--- config.mk ---
export PLATFORM = sky130hd
export DESIGN_NAME = note_player
export DESIGN_NICKNAME = d
export VERILOG_FILES = /design/src/rtl/note_pkg.sv /design/src/rtl/note_inc_lut.sv /design/src/rtl/note_player.sv
export SDC_FILE = /design/constraint.sdc
export NUM_CORES = 1
export LEC_CHECK = 0
export CELL_PAD_IN_SITES_DETAIL_PLACEMENT = 0
export CELL_PAD_IN_SITES_GLOBAL_PLACEMENT = 1
export CORE_MARGIN = 2
export CORE_UTILIZATION = 40
export CTS_CLUSTER_DIAMETER = 150
export DETAILED_ROUTE_END_ITERATION = 6
export GPL_ROUTABILITY_DRIVEN = 1
export HOLD_SLACK_MARGIN = 0.15
export PLACE_DENSITY = 0.73
export SKIP_CTS_REPAIR_TIMING = 1
export SLEW_MARGIN = 10
export SYNTH_ARGS = -nofsm -noshare
export SYNTH_HDL_FRONTEND = slang
export SYNTH_HIERARCHICAL = 1
export SYNTH_SLANG_ARGS = --single-unit
--- constraint.sdc ---
create_clock -name clk -period 11.9 [get_ports clk]
set_clock_uncertainty 0.05 [all_clocks]
set_input_delay 1.785 -clock clk [delete_from_list [all_inputs] [get_ports clk]]
set_output_delay 1.785 -clock clk [all_outputs]
set_load 0.1 [all_outputs]
--- src/rtl/note_pkg.sv ---
// Shared types, widths and the note-to-increment helper for the note player.
package note_pkg;

  localparam int unsigned PHASE_W  = 24;
  localparam int unsigned NOTE_W   = 6;
  localparam int unsigned SAMPLE_W = 16;
  localparam int unsigned DUR_W    = 8;
  localparam int unsigned REM_W    = 22;
  localparam int unsigned FS_HZ    = 48000;
  localparam int unsigned NOTE_CNT = 1 << NOTE_W;

  typedef enum logic [1:0] {
    ST_IDLE,
    ST_LOAD,
    ST_PLAY,
    ST_GAP
  } state_e;

  // Note word as latched on accept
  typedef struct packed {
    logic [NOTE_W-1:0] key;
    logic [DUR_W-1:0]  beats;
  } note_word_t;

  // Equal-tempered phase increment, rounded; key 0 is a rest
  function automatic logic [PHASE_W-1:0] note_inc(input int unsigned key);
    real freq;
    real inc;
    if (key == 0) begin
      return '0;
    end
    freq = 440.0 * (2.0 ** ((real'(key) - 49.0) / 12.0));
    inc  = freq * real'(64'(1) << PHASE_W) / real'(FS_HZ);
    return PHASE_W'($rtoi(inc + 0.5));
  endfunction

endpackage

--- src/rtl/note_inc_lut.sv ---
// Combinational 64-entry table: piano key number -> 24-bit phase increment.
module note_inc_lut
  import note_pkg::*;
(
  input  logic [NOTE_W-1:0]  note,
  output logic [PHASE_W-1:0] inc_c
);

  logic [PHASE_W-1:0] inc_tbl [NOTE_CNT];

  // Table contents are fixed at elaboration
  for (genvar i = 0; i < NOTE_CNT; i++) begin : g_tbl
    localparam logic [PHASE_W-1:0] INC = note_inc(i);
    assign inc_tbl[i] = INC;
  end

  assign inc_c = inc_tbl[note];

endmodule

--- src/rtl/note_player.sv ---
// Square-wave note player: accepts (note, duration) words, produces one audio
// sample per sample tick, with an optional silent tail per note.
// Build option: define NOTE_PLAYER_GAP_EN to enable the silent GAP tail.
module note_player
  import note_pkg::*;
#(
  parameter int unsigned                SAMPLE_DIV   = 2083,
  parameter int unsigned                BEAT_SAMPLES = 6000,
  parameter int unsigned                GAP_SAMPLES  = 480,
  parameter logic signed [SAMPLE_W-1:0] AMP          = 16'sd8192
) (
  input  logic                       clk,
  input  logic                       rst_n,
  input  logic                       note_valid,
  input  logic [NOTE_W-1:0]          note,
  input  logic [DUR_W-1:0]           duration,
  output logic                       note_ready,
  output logic signed [SAMPLE_W-1:0] sample_out,
  output logic                       sample_valid,
  output logic                       busy,
  output logic                       done
);

  localparam int unsigned CNT_W = (SAMPLE_DIV > 1) ? $clog2(SAMPLE_DIV) : 1;

`ifdef NOTE_PLAYER_GAP_EN
  localparam logic [REM_W-1:0] GAP_TGT = REM_W'(GAP_SAMPLES);
`else
  // Gap length has no effect in this build; notes play to the last tick
  localparam logic [REM_W-1:0] GAP_TGT = REM_W'(GAP_SAMPLES * 0);
`endif

  logic [CNT_W-1:0]           div_cnt;
  logic                       tick_c;
  state_e                     state;
  note_word_t                 cur;
  logic [PHASE_W-1:0]         phase;
  logic [PHASE_W-1:0]         inc_q;
  logic [PHASE_W-1:0]         lut_inc_c;
  logic [REM_W-1:0]           remain;
  logic [REM_W-1:0]           rem_dec_c;
  logic [REM_W-1:0]           load_ticks_c;
  logic                       accept_c;
  logic signed [SAMPLE_W-1:0] tone_c;

  note_inc_lut u_lut (
    .note  (cur.key),
    .inc_c (lut_inc_c)
  );

  assign tick_c       = (div_cnt == CNT_W'(SAMPLE_DIV - 1));
  assign accept_c     = note_valid && note_ready;
  assign rem_dec_c    = remain - REM_W'(1);
  assign load_ticks_c = REM_W'(cur.beats) * REM_W'(BEAT_SAMPLES);
  assign tone_c       = (cur.key == '0) ? '0 :
                        (phase[PHASE_W-1] ? SAMPLE_W'(-AMP) : AMP);

  // Free-running sample-rate divider; sample_valid marks each tick
  always_ff @(posedge clk or negedge rst_n) begin
    if (!rst_n) begin
      div_cnt      <= '0;
      sample_valid <= 1'b0;
    end else begin
      div_cnt      <= tick_c ? '0 : div_cnt + CNT_W'(1);
      sample_valid <= tick_c;
    end
  end

  // Note sequencer: IDLE -> LOAD -> PLAY -> (GAP) -> IDLE, with registered outputs
  always_ff @(posedge clk or negedge rst_n) begin
    if (!rst_n) begin
      state      <= ST_IDLE;
      cur        <= '0;
      phase      <= '0;
      inc_q      <= '0;
      remain     <= '0;
      sample_out <= '0;
      note_ready <= 1'b1;
      busy       <= 1'b0;
      done       <= 1'b0;
    end else begin
      done <= 1'b0;
      if (tick_c) begin
        sample_out <= '0;
      end
      case (state)
        ST_IDLE: begin
          if (accept_c) begin
            cur   <= '{key: note, beats: duration};
            phase <= '0;
            if (duration == '0) begin
              done <= 1'b1;
            end else begin
              state      <= ST_LOAD;
              note_ready <= 1'b0;
              busy       <= 1'b1;
            end
          end
        end
        ST_LOAD: begin
          inc_q  <= lut_inc_c;
          remain <= load_ticks_c;
          state  <= (load_ticks_c <= GAP_TGT) ? ST_GAP : ST_PLAY;
        end
        ST_PLAY: begin
          if (tick_c) begin
            sample_out <= tone_c;
            phase      <= phase + inc_q;
            remain     <= rem_dec_c;
            if (rem_dec_c == GAP_TGT) begin
              if (GAP_TGT == '0) begin
                state      <= ST_IDLE;
                note_ready <= 1'b1;
                busy       <= 1'b0;
                done       <= 1'b1;
              end else begin
                state <= ST_GAP;
              end
            end
          end
        end
        ST_GAP: begin
          if (tick_c) begin
            remain <= rem_dec_c;
            if (remain <= REM_W'(1)) begin
              state      <= ST_IDLE;
              note_ready <= 1'b1;
              busy       <= 1'b0;
              done       <= 1'b1;
            end
          end
        end
        default: begin
          state      <= ST_IDLE;
          note_ready <= 1'b1;
          busy       <= 1'b0;
        end
      endcase
    end
  end

endmodule

==> summary.txt <==
Status
  – Status: finished, final reports clean

Route
  – Final WL: 24,100 um
  – Wirelength per Cell: 17.1 um
  – Detail Route Antenna Nets: 0
  – 1st-iter DRT viols: 595
  – DRC violations left: 0
  – Via count: 7,942
  – First-pass DRT Iterations: 5
  – DR vias/cell: 5.62

Hold path
  – Type of the most critical hold path: reg2reg

GRT
  – First-pass GRT wire length: 40,000 um
  – Initial antenna violation count: 0
  – Overall routing resource usage: 0.192
  – Global route total overflow: 0
  – Largest net degree at the start of global routing: 82
  – Vias in the first global route: 7,662

Cells and area
  – Seq. cell area: 0.00296 mm2
  – Area growth, synth to finish: 12.0%
  – Final Non-Filler Cells: 1,412
  – Multi-input logic area: 0.00622 mm2
  – Ant diodes: 0
  – Final Util: 0.453
  – Nets: 1,195
  – Fill cell count: 2,370
  – Layout cell share with drive strength beyond 1: 0.106

Logic synthesis
  – Mean post-synth cell area: 9.12 um2
  – Post-synth EDFFs: 0
  – Most common cell in the netlist: dfrtp_1
  – Synth Register Bits: 118
  – Yosys cell types: 88
  – Yosys warnings: 6
  – Top_reg_cell synth: dfrtp_1
  – Post-synth top area share: 0.300
  – Mapped cell area: 0.00974 mm2
  – Biggest area consumer among synthesized cells: dfrtp_1
  – Mapped Cells: 1,068
  – Asr flop ratio synth: 1.00
  – Area contributors post-synth: dfrtp_1, ha_1, fa_1
  – Synth cell count leaders: dfrtp_1, nand2_1, ha_1, inv_1, nor2_1
  – Seq/Total Area, Yosys: 0.303

Floorplanning
  – Number of I/O pins: 37
  – Site row count: 57
  – Die H: 160 um
  – Die X: 160 um
  – Initial core utilization: 0.404
  – Die area: 0.0256 mm2
  – Core Area: 0.0241 mm2

Clock network
  – Reg clk slew, reported paths: 0.06 ns
  – CTS buffer count: 17
  – Clock Root Buffer: clkbuf_16
  – Worst-Skew Late Latency: 0.43 ns
  – Clock Sinks: 118
  – Clock Path Buffers: 2
  – H-tree depth: 4
  – CTS tree: built

Worst setup path
  – Max incr delay on CP: 0.61 ns
  – R2R Setup Slk: 7.02 ns
  – Critical Path RT: 12.21 ns
  – CP max FO: 5
  – Worst setup EP type: register
  – CP max stage cell: fa_1
  – Buf/Inv on CP: 2
  – CP most frequent cell: fa_1
  – Startpoint Class: register
  – Kind of critical path: reg2reg
  – Worst path top cell family by delay: adder cells
  – Critical path arrival: 5.19 ns
  – Crit-path cells: fa_1 > fa_1 > fa_1 > inv_1 > fa_1 > inv_1 > ha_1 > o21a_1 > o31a_1 > or4_4 > a311oi_1 > a21oi_1 > xor2_1 > nor4_2 > o31a_1

Timing
  – Fin. max-slew vios: 0
  – Final setup viols: 0
  – Worst-margin pin slew: 0.999 ns
  – Max Freq: 0.205 GHz
  – Slew HR: 0.332
  – Fin Setup TNS: 0 ns
  – Tcrit/Tclk final: 0.410
  – Fin worst setup slack: 7.02 ns
  – Minimum clock period: 4.88 ns
  – Fin. Hold Viols: 0
  – RSZ-0062 raised after global routing: no

Placement
  – Port bufs: 36
  – RD Place Congestion: 0.849
  – Dpl ws: 7.00 ns
  – Inst Count DP: 1,380
  – Final HPWL DP: 16,900 um

Flow run
  – Max cap viols: 0
-- cell type report --
class                           count  share of cell area
Clock buffer                       17              0.0390
Multi-Input combinational cell    822               0.570
Sequential cell                   118               0.271
Timing Repair Buffer               49              0.0417
Tap cell                          324              0.0372
Inverter                           67              0.0231
Clock inverter                     15              0.0177
-- placed cells by master, fill, tap and decap left out, types with 7 or more instances in the layout --
master	instances
mux2i_1	19
a21o_1	15
nor4_1	13
nor2b_1	15
nand2_1	80
xnor2_1	34
o31ai_1	11
a21oi_1	50
nor3_1	20
clkbuf_16	17
ha_1	78
inv_1	64
o21ai_0	54
o21a_1	10
fa_1	25
o211ai_1	12
dfrtp_1	115
nand2b_1	21
a31oi_1	12
a211oi_1	14
o21ai_1	7
clkdlybuf4s50_1	35
nand4_1	9
xor2_1	30
mux2_2	41
nand3_1	49
or3_1	8
and3_1	8
nor2_1	60
buf_4	14
a311oi_1	9
and2_1	17
-- stage by stage --
step | area (um2) | hold WS (ns)
floorplan | 9760 | 0.405
global placement | 10300 | 0.410
detailed placement | 10300 | 0.417
CTS | 10900 | 0.427
global route | 10900 | 0.451
finish | 10900 | 0.422
-- worst reg2reg max path, delay by kind of cell (launching register included) --
family / cells / cell delay (ns)
DFF: 1 / 0.44
xor gates and xnor gates: 1 / 0.17
and+or+nand+nor: 2 / 0.71
AOI/OAI and AO/OA: 5 / 0.89
buffers and inverters: 2 / 0.09
adders and majority gates: 5 / 2.48
-- cells by family after synthesis --
kind of cell | Yosys count | synth area share
flip-flops | 118 | 0.303
XOR/XNOR | 65 | 0.0592
other | 1 | 0.000385
adder cells (fa/ha/maj) | 103 | 0.152
buffers and inverters | 132 | 0.0597
AO/OA/AOI/OAI | 258 | 0.180
AND/OR/NAND/NOR | 330 | 0.177
multiplexers | 61 | 0.0692
-- sequential cells by signal, indices dropped and copies added (netlist names), named ones only --
register,cells
inc_q,24
phase,24
remain,22
cur,14
sample_out,13
div_cnt,12
state,2
busy,1
done,1
note_ready,1
sample_valid,1
-- routing by layer --
layer  vias up  wire [um]  global-route usage
li1       3848          -                   -
met1      3897      11800               0.271
met2       181      11000               0.307
met3        16       1000              0.0358
met4         0        255              0.0410
met5         -          0                   0
-- worst paths after layout --
path,from,endpoint,depth (start not counted)
setup reg to reg,cur[5],state[0],15
hold reg to reg,register,register,2
min in group asynchronous,rst_n,sample_out[6],1
hold / removal,register,register,2
max in group asynchronous,rst_n,cur[10],2
setup / recovery,cur[5],state[0],15
Power is not shown: default switching activity piles up to over one toggle a cycle in this logic, so the estimate is an artifact.
